## src/rtl/wb_mem_sched.sv

```systemverilog
// Shared-memory Wishbone arbiter for m0 (vcache) and m1 (cpu); m1 wins after STARVE_MAX back-to-back m0 grants.
// Latency: grant registered 1 cycle after cyc, ack/read data combinational, 1-cycle IDLE gap between owners.
// Backpressure: owner stalls until slave ack; ARB_WATCHDOG_EN adds a stb-without-ack timeout that errors and releases.
module wb_mem_sched #(
    parameter int STARVE_MAX = 4,
    parameter int TIMEOUT    = 64,
    parameter int AW         = 32
) (
    input  logic          wb_clk,
    input  logic          wb_rst,
    input  logic [AW-1:0] wb_m0_adr_i,
    input  logic [31:0]   wb_m0_dat_i,
    input  logic [3:0]    wb_m0_sel_i,
    input  logic          wb_m0_cyc_i,
    input  logic          wb_m0_stb_i,
    input  logic          wb_m0_we_i,
    output logic [31:0]   wb_m0_dat_o,
    output logic          wb_m0_ack_o,
    output logic          wb_m0_err_o,
    input  logic [AW-1:0] wb_m1_adr_i,
    input  logic [31:0]   wb_m1_dat_i,
    input  logic [3:0]    wb_m1_sel_i,
    input  logic          wb_m1_cyc_i,
    input  logic          wb_m1_stb_i,
    input  logic          wb_m1_we_i,
    output logic [31:0]   wb_m1_dat_o,
    output logic          wb_m1_ack_o,
    output logic          wb_m1_err_o,
    output logic [AW-1:0] wb_s_adr_o,
    output logic [31:0]   wb_s_dat_o,
    output logic [3:0]    wb_s_sel_o,
    output logic          wb_s_cyc_o,
    output logic          wb_s_stb_o,
    output logic          wb_s_we_o,
    input  logic [31:0]   wb_s_dat_i,
    input  logic          wb_s_ack_i,
    output logic [1:0]    mst_sel,
    output logic [2:0]    starve_cnt
);
    typedef enum logic [1:0] {
        IDLE = 2'd0,
        OWN0 = 2'd1,
        OWN1 = 2'd2
    } state_t;

    localparam logic [2:0] SMAX = 3'(STARVE_MAX);

    state_t     state, state_nxt;
    logic [2:0] starve_q, starve_nxt;
    logic       own0, own1, own_cyc, own_stb, timeout;

    assign own0    = (state == OWN0);
    assign own1    = (state == OWN1);
    assign own_cyc = (own0 & wb_m0_cyc_i) | (own1 & wb_m1_cyc_i);
    assign own_stb = (own0 & wb_m0_stb_i) | (own1 & wb_m1_stb_i);

`ifdef ARB_WATCHDOG_EN
    localparam int WDW = $clog2(TIMEOUT + 1);
    logic [WDW-1:0] wd_cnt;

    // Fires in the TIMEOUT-th strobe cycle that has seen no ack.
    assign timeout = own_stb && !wb_s_ack_i && (wd_cnt == WDW'(TIMEOUT - 1));

    always_ff @(posedge wb_clk) begin
        if (wb_rst || state == IDLE || state_nxt == IDLE) begin
            wd_cnt <= '0;
        end else if (wb_s_ack_i) begin
            wd_cnt <= '0;
        end else if (own_stb) begin
            wd_cnt <= wd_cnt + WDW'(1);
        end
    end
`else
    assign timeout = 1'b0;
`endif

    always_ff @(posedge wb_clk) begin
        if (wb_rst) begin
            state    <= IDLE;
            starve_q <= '0;
        end else begin
            state    <= state_nxt;
            starve_q <= starve_nxt;
        end
    end

    always_comb begin
        state_nxt  = state;
        starve_nxt = starve_q;
        case (state)
            IDLE: begin
                if (wb_m0_cyc_i && (!wb_m1_cyc_i || starve_q < SMAX)) begin
                    state_nxt = OWN0;
                end else if (wb_m1_cyc_i) begin
                    state_nxt = OWN1;
                end
                // Streak only counts m0 wins taken while m1 was actually waiting.
                if (state_nxt == OWN1 || !wb_m1_cyc_i) begin
                    starve_nxt = '0;
                end else if (state_nxt == OWN0 && starve_q < SMAX) begin
                    starve_nxt = starve_q + 3'd1;
                end
            end
            OWN0, OWN1: begin
                if (!own_cyc || timeout) begin
                    state_nxt = IDLE;
                end
            end
            default: state_nxt = IDLE;
        endcase
    end

    assign wb_s_adr_o  = own1 ? wb_m1_adr_i : wb_m0_adr_i;
    assign wb_s_dat_o  = own1 ? wb_m1_dat_i : wb_m0_dat_i;
    assign wb_s_sel_o  = own1 ? wb_m1_sel_i : wb_m0_sel_i;
    assign wb_s_we_o   = (own0 & wb_m0_we_i) | (own1 & wb_m1_we_i);
    assign wb_s_cyc_o  = own_cyc & ~timeout;
    assign wb_s_stb_o  = own_stb & ~timeout;

    assign wb_m0_dat_o = wb_s_dat_i;
    assign wb_m1_dat_o = wb_s_dat_i;
    assign wb_m0_ack_o = wb_s_ack_i & own0;
    assign wb_m1_ack_o = wb_s_ack_i & own1;
    assign wb_m0_err_o = timeout & own0;
    assign wb_m1_err_o = timeout & own1;

    assign mst_sel     = {own1, own0};
    assign starve_cnt  = starve_q;
endmodule

```

## config.mk

```make
export PLATFORM = sky130hd
export DESIGN_NAME = wb_mem_sched
export DESIGN_NICKNAME = d
export VERILOG_FILES = /design/src/rtl/wb_mem_sched.sv
export SDC_FILE = /design/constraint.sdc
export NUM_CORES = 1
export LEC_CHECK = 0
export ABC_AREA = 1
export BUFFER_PORTS_ARGS = -buffer_cell sky130_fd_sc_hd__buf_2
export CORE_AREA = 2 2 124 126
export CTS_CLUSTER_DIAMETER = 80
export DETAILED_ROUTE_END_ITERATION = 16
export DIE_AREA = 0 0 126 128
export PLACE_DENSITY = 0.53
export SKIP_CTS_REPAIR_TIMING = 1
export SLEW_MARGIN = 5
export SYNTH_ARGS = -nofsm -noshare
export SYNTH_HDL_FRONTEND = slang
export SYNTH_SLANG_ARGS = --single-unit
```

## constraint.sdc

```tcl
create_clock -name wb_clk -period 1.6 [get_ports wb_clk]
set_clock_uncertainty 0.2 [all_clocks]
set_input_delay 0.24 -clock wb_clk [delete_from_list [all_inputs] [get_ports wb_clk]]
set_output_delay 0.24 -clock wb_clk [all_outputs]
set_load 0.02 [all_outputs]
```

==> impl_metrics.env, run 1 <==
export IMPL_clkSinkCount=5
export IMPL_r2r_start="state[0]"
export IMPL_status="finished with violations"
export IMPL_rr_worst_depth=10
export IMPL_worst_ep_required_time_ns=1.16
export IMPL_cp_slowest_stage_delay_ns=0.32
export IMPL_clk_latency_ns=0.23
export IMPL_hold_viol_final=0
export IMPL_share_seq_of_total_power_pct=6.7
export IMPL_cp_arrival_ns=1.44
export IMPL_cts_max_level=1
export IMPL_die_area_um2=16100
export IMPL_via_per_inst=3.74
export IMPL_rsz0062_at_grt="true"
export IMPL_drt_iter0_markers=75
export IMPL_gp_routability_congestion=0.765
export IMPL_min_path_type="input pin to register"
export IMPL_p_sw_share_pct=43.0
export IMPL_cts_buffer_depth=2
export IMPL_ant_nets=0
export IMPL_synth_xor_area_share_pct=0
export IMPL_combPwrFrac_pct=74.0
export IMPL_cp_startpoint="state[0]"
export IMPL_cts_tree="built"
export IMPL_synth_compound_area_share_pct=3.21
export IMPL_drt_total_wl_um=10500
export IMPL_first_pass_iters=4
export IMPL_powerDensity_nw_per_um2=587
export IMPL_hold_depth=3
export IMPL_grt_pass1_wl_um=10300
export IMPL_min_to="starve_cnt[0]"
export IMPL_critical_path_class="register to output pin"
export IMPL_violations="setup timing"
export IMPL_numCtsBuffers=3
export IMPL_chipWidth_um=126
export IMPL_dieHeight_um=128
export IMPL_fin_crit_ns=1.88
export IMPL_syn_inst=340
export IMPL_slew_viol_final=0
export IMPL_layout_nets=695
export IMPL_netlist_area_um2=1710
export IMPL_cpMaxStageDelayCell="dfxtp_2"
export IMPL_r2r_slack_ns=0.05
export IMPL_startpoint_type="register"
export IMPL_ys_ff_latch=5
export IMPL_antenna_found_initial=0
export IMPL_setup_viol=73
export IMPL_final_layout_size_suffix_gt1_share_pct=66.3
export IMPL_overflow=0
export IMPL_worst_slack_ns=-0.284
export IMPL_min_from="wb_rst"
export IMPL_core_um2=14900
export IMPL_post_route_cell_area_um2=3700
export IMPL_final_setup_tns_ns=-18.18
export IMPL_n_antenna_cell=0
export IMPL_track_usage_pct=7.91
export IMPL_ios=321
export IMPL_wl_per_cell_um=15.0
export IMPL_place_area_um2=2620
export IMPL_synth_simple_area_share_pct=50.3
export IMPL_clk_pin_slew_ns=0.04
export IMPL_ys_warnings_count=0
export IMPL_root_buffer="clkbuf_16"
export IMPL_p_clk_share_pct=19.3
export IMPL_num_rows=45
export IMPL_syn_avg_cell_area_um2=5.04
export IMPL_p_leak_nw=2.09
export IMPL_grt_pass1_vias=2093
export IMPL_muxShareOfSynthArea_pct=0
export IMPL_area_growth_synth_to_final_pct=116
export IMPL_peakVddDrop_mv=0.618
export IMPL_hpwl_um=6140
export IMPL_grt_start_max_net_pins=42
export IMPL_drc=0
export IMPL_power_internal_mw=1.24
export IMPL_numPortBuffers=222
export IMPL_ys_seq_area_share_pct=5.84
export IMPL_cp_end_kind="output pin"
export IMPL_max_cap_violations=0
export IMPL_timing_rr_end="state[1]"
export IMPL_power_switching_uw=933
export IMPL_initial_utilization_pct=11.5
export IMPL_crit_chain="inv_2 > ha_4 > buf_12 > inv_8 > buf_12 > nand2_1 > nand2_1 > buf_4"
export IMPL_worst_path_max_fanout=5
export IMPL_num_vias=2625
export IMPL_yosys_cell_types_count=17
export IMPL_synthAdderAreaFrac_pct=2.92
export IMPL_period_share_pct=118
export IMPL_synth_top_family_by_area="simple AND/OR/NAND/NOR gates"
export IMPL_fmax_mhz=531
[metal layers]
layer | vias to the layer above | GRT usage [%] | wire, um
met3 | 31 | 3.34 | 929
met4 | 0 | 2.71 | 384
li1 | 1296 | - | -
met2 | 171 | 13.7 | 5210
met5 | - | 0 | 0
met1 | 1127 | 8.71 | 4020
[critical path, delay by kind of cell, from the launching register on]
family	cells	cell delay [ns]
buf+inv	5	0.57
fa+ha+maj	1	0.18
simple gates	2	0.14
flops	1	0.32
[layout make-up]
class                           instances  area (um2)
Timing Repair inverter                  1        11.3
Timing Repair Buffer                  250        1940
Clock buffer                            4        78.8
Multi-Input combinational cell        243        1270
Tap cell                              188         235
Fill cell                            1651       11200
Inverter                               10        63.8
Sequential cell                         5         101
[cell usage after synthesis, drive strengths merged]
library cell	number	share of area [%]
dfxtp	5	5.8
clkbuf	1	0.22
nor2	3	0.66
inv	10	2.2
a21oi	4	1.2
nand3	4	1.2
conb	1	0.22
o21a	1	0.44
nor3	1	0.29
ha	4	2.9
nand2	220	48
o21ai	2	0.58
a22o	2	1.0
buf	82	35
[logic make-up (layout without fill, tap and decap cells)]
group,after synthesis,in the layout
flip-flops,5,5
AND/OR/NAND/NOR,228,228
AO/OA/AOI/OAI,9,9
buffers and inverters,93,265
other,1,2
adder cells (fa/ha/maj),4,4
[power by group through the flow]
stage / clock network (mW) / logic, mW / registers (mW)
3_3_place_gp: 0 / 1.07 / 0.145
2_1_floorplan: 0 / 0.850 / 0.151
5_1_grt: 0.430 / 1.71 / 0.146
4_1_cts: 0.421 / 1.07 / 0.144
3_5_place_dp: 0 / 1.07 / 0.145
6_report: 0.419 / 1.61 / 0.144
[worst max-delay path by stage]
| stage | to | slack (ns) | depth (start not counted) |
|---|---|---|---|
| 6_report | wb_s_adr_o[30] | -0.28 | 8 |
| 5_1_grt | wb_s_adr_o[29] | -0.35 | 8 |
| 4_1_cts | wb_s_adr_o[30] | -0.33 | 6 |
| 3_5_place_dp | wb_s_adr_o[30] | -0.08 | 6 |
| 3_3_place_gp | wb_s_adr_o[30] | -0.08 | 6 |
| 2_1_floorplan | wb_s_dat_o[12] | 0.01 | 6 |
[placed cells by master, fill, tap and decap left out, drive strengths merged]
cell / instances
conb: 2
a21oi: 4
clkinv: 1
nand2: 220
nor3: 1
clkbuf: 14
dfxtp: 5
inv: 10
a22o: 2
nand3: 4
buf: 240
o21ai: 2
nor2: 3
ha: 4
o21a: 1
[through the flow]
stage	util [%]	setup WS (ns)	hold slack (ns)	power, mW	cells
after floorplan	-	0.0125	0.195	1.00	341
after global placement	17.6	-0.0814	0.280	1.22	675
after detailed placement	17.6	-0.0815	0.280	1.22	675
after CTS	18.1	-0.325	0.0994	1.64	679
after global routing	24.9	-0.348	0.121	2.29	701
final	24.9	-0.284	0.0964	2.17	701
[sequential cells by signal, indices dropped and copies added (netlist names)]
signal	flops
starve_cnt	3
state	2
Power figures use the tool's default switching activity.
==> run 2: changes to the inputs <==
--- a/config.mk
+++ b/config.mk
@@ -7,12 +7,12 @@
 export LEC_CHECK = 0
 export ABC_AREA = 1
 export BUFFER_PORTS_ARGS = -buffer_cell sky130_fd_sc_hd__buf_2
-export CORE_AREA = 2 2 124 126
+export CORE_AREA = 8 8 120 122
 export CTS_CLUSTER_DIAMETER = 80
 export DETAILED_ROUTE_END_ITERATION = 16
-export DIE_AREA = 0 0 126 128
-export PLACE_DENSITY = 0.53
-export SKIP_CTS_REPAIR_TIMING = 1
+export DIE_AREA = 0 0 128 130
+export GPL_ROUTABILITY_DRIVEN = 1
+export PLACE_DENSITY = 0.59
 export SLEW_MARGIN = 5
 export SYNTH_ARGS = -nofsm -noshare
 export SYNTH_HDL_FRONTEND = slang
==> run 2 against run 1 <==
Effect of this change: the run still ends with setup timing left; utilization grew 4.3 points; via count fell by 1.5%; global-route usage increased by 2.2 points; wire length is 2.7% lower; sequential cell count stayed put; combinational power is essentially flat; total power shrank 1.3%; sequential share of layout area is 0.054 points higher.
==> impl_metrics.env, run 2 (synthesized netlist as in run 1, its figures left out) <==
export IMPL_status="finished with violations"
export IMPL_violations="setup timing"
export IMPL_final_layout_size_suffix_gt1_share_pct=67.3
export IMPL_first_pass_iters=4
export IMPL_layout_common_cells="buf_2 (148), nand2_1 (130), nand2_2 (81)"
export IMPL_hpwl_um=7190
export IMPL_area_growth_synth_to_final_pct=111
export IMPL_worst_ep_required_time_ns=1.16
export IMPL_r2r_slack_ns=0.07
export IMPL_core_um2=12400
export IMPL_period_share_pct=115
export IMPL_drt_iter0_markers=74
export IMPL_powerDensity_nw_per_um2=591
export IMPL_antenna_found_initial=0
export IMPL_hold_depth=3
export IMPL_n_antenna_cell=0
export IMPL_num_rows=41
export IMPL_chipWidth_um=128
export IMPL_clkSinkCount=5
export IMPL_r2r_start="state[0]"
export IMPL_rr_worst_depth=9
export IMPL_drc=0
export IMPL_layout_nets=684
export IMPL_total_power_mw=2.14
export IMPL_min_path_type="input pin to register"
export IMPL_p_leak_nw=2.10
export IMPL_largest_reg_flops=3
export IMPL_cts_max_level=1
export IMPL_peakVddDrop_mv=0.606
export IMPL_via_per_inst=3.84
export IMPL_setup_viol=73
export IMPL_min_to="starve_cnt[0]"
export IMPL_grt_start_max_net_pins=33
export IMPL_ant_nets=0
export IMPL_cp_common_cell="buf_12"
export IMPL_initial_utilization_pct=13.8
export IMPL_wl_per_cell_um=15.2
export IMPL_fmax_mhz=542
export IMPL_crit_chain="inv_2 > ha_4 > buf_12 > buf_12 > nand2_1 > nand2_2 > buf_6"
export IMPL_num_vias=2586
export IMPL_grt_pass1_vias=2525
export IMPL_worst_slack_ns=-0.245
export IMPL_die_area_um2=16600
export IMPL_hold_ws_ns=0.0984
export IMPL_overflow=0
export IMPL_clk_pin_slew_ns=0.03
export IMPL_place_area_um2=2610
export IMPL_cp_slowest_stage_delay_ns=0.31
export IMPL_min_from="wb_rst"
export IMPL_final_setup_tns_ns=-13.47
export IMPL_fin_crit_ns=1.84
export IMPL_path_delay_family="buffers and inverters"
export IMPL_slew_viol_final=0
export IMPL_cp_end_kind="output pin"
export IMPL_cts_buffer_depth=2
export IMPL_fill_cells=1369
export IMPL_dieHeight_um=130
export IMPL_cts_tree="built"
export IMPL_numCtsBuffers=3
export IMPL_critical_path_class="register to output pin"
export IMPL_timing_rr_end="state[1]"
export IMPL_fin_util_pct=29.2
export IMPL_track_usage_pct=10.1
export IMPL_post_route_cell_area_um2=3620
export IMPL_drt_total_wl_um=10300
export IMPL_cp_arrival_ns=1.40
export IMPL_startpoint_type="register"
export IMPL_max_cap_violations=0
export IMPL_final_common_cell="buf_2"
export IMPL_hold_viol_final=0
export IMPL_cpMaxStageDelayCell="dfxtp_2"
export IMPL_numPortBuffers=222
export IMPL_multi_input_area_um2=1270
export IMPL_crit_buf_inv=4
export IMPL_rsz0062_at_grt="true"
export IMPL_clk_latency_ns=0.23
export IMPL_gp_routability_congestion=0.823
export IMPL_regArea_um2=101
export IMPL_ios=321
export IMPL_grt_pass1_wl_um=13300
export IMPL_worst_path_max_fanout=8
export IMPL_root_buffer="clkbuf_16"
[run 2: power breakdown]
group	switching (mW)	internal [mW]
Combinational	0.814	0.770
Clock	0.0827	0.330
Sequential	0.00802	0.137
Total	0.904	1.24
[run 2: layer usage]
metal / GRT usage [%] / vias up / wire [um]
li1: - / 1274 / -
met1: 10.2 / 1111 / 3550
met2: 18.1 / 166 / 5240
met3: 4.73 / 35 / 1130
met4: 3.71 / 0 / 347
met5: 0 / - / 0
[run 2: area by class of cell]
type | count | share of cell area [%]
inverters | 10 | 1.24
clock buffers | 4 | 2.17
flip-flops and latches | 5 | 2.80
repair buffers | 240 | 52.8
well taps | 172 | 5.94
multi-input cells | 243 | 35.0
[run 2: worst max path at each step]
stage,end,from,depth (start not counted)
finish,wb_s_adr_o[23],state[0],7
global route,wb_s_sel_o[0],state[0],7
CTS,wb_s_adr_o[13],state[0],7
detailed placement,wb_s_adr_o[23],state[0],6
global placement,wb_s_adr_o[23],state[0],6
floorplan,wb_s_dat_o[12],state[0],6
[run 2: stage by stage]
step                setup WS, ns  cells
detailed placement       -0.0319    660
floorplan                 0.0125    341
global placement         -0.0147    660
CTS                       -0.231    669
global route              -0.278    674
finish                    -0.245    674
[run 2: tightest hold or removal path, delay by kind of cell]
| family | cells | cell delay [ns] |
|---|---|---|
| buffers and inverters | 1 | 0.11 |
| AO/OA/AOI/OAI | 2 | 0.13 |
[run 2: timing repair]
item                                    4_1_cts  5_1_grt
hold buffers                                  0        0
buffers inserted                              2        1
cloned                                        4        5
endpoints found under the setup margin       75       76
resized for setup                           165       71
pin swaps                                     0       36
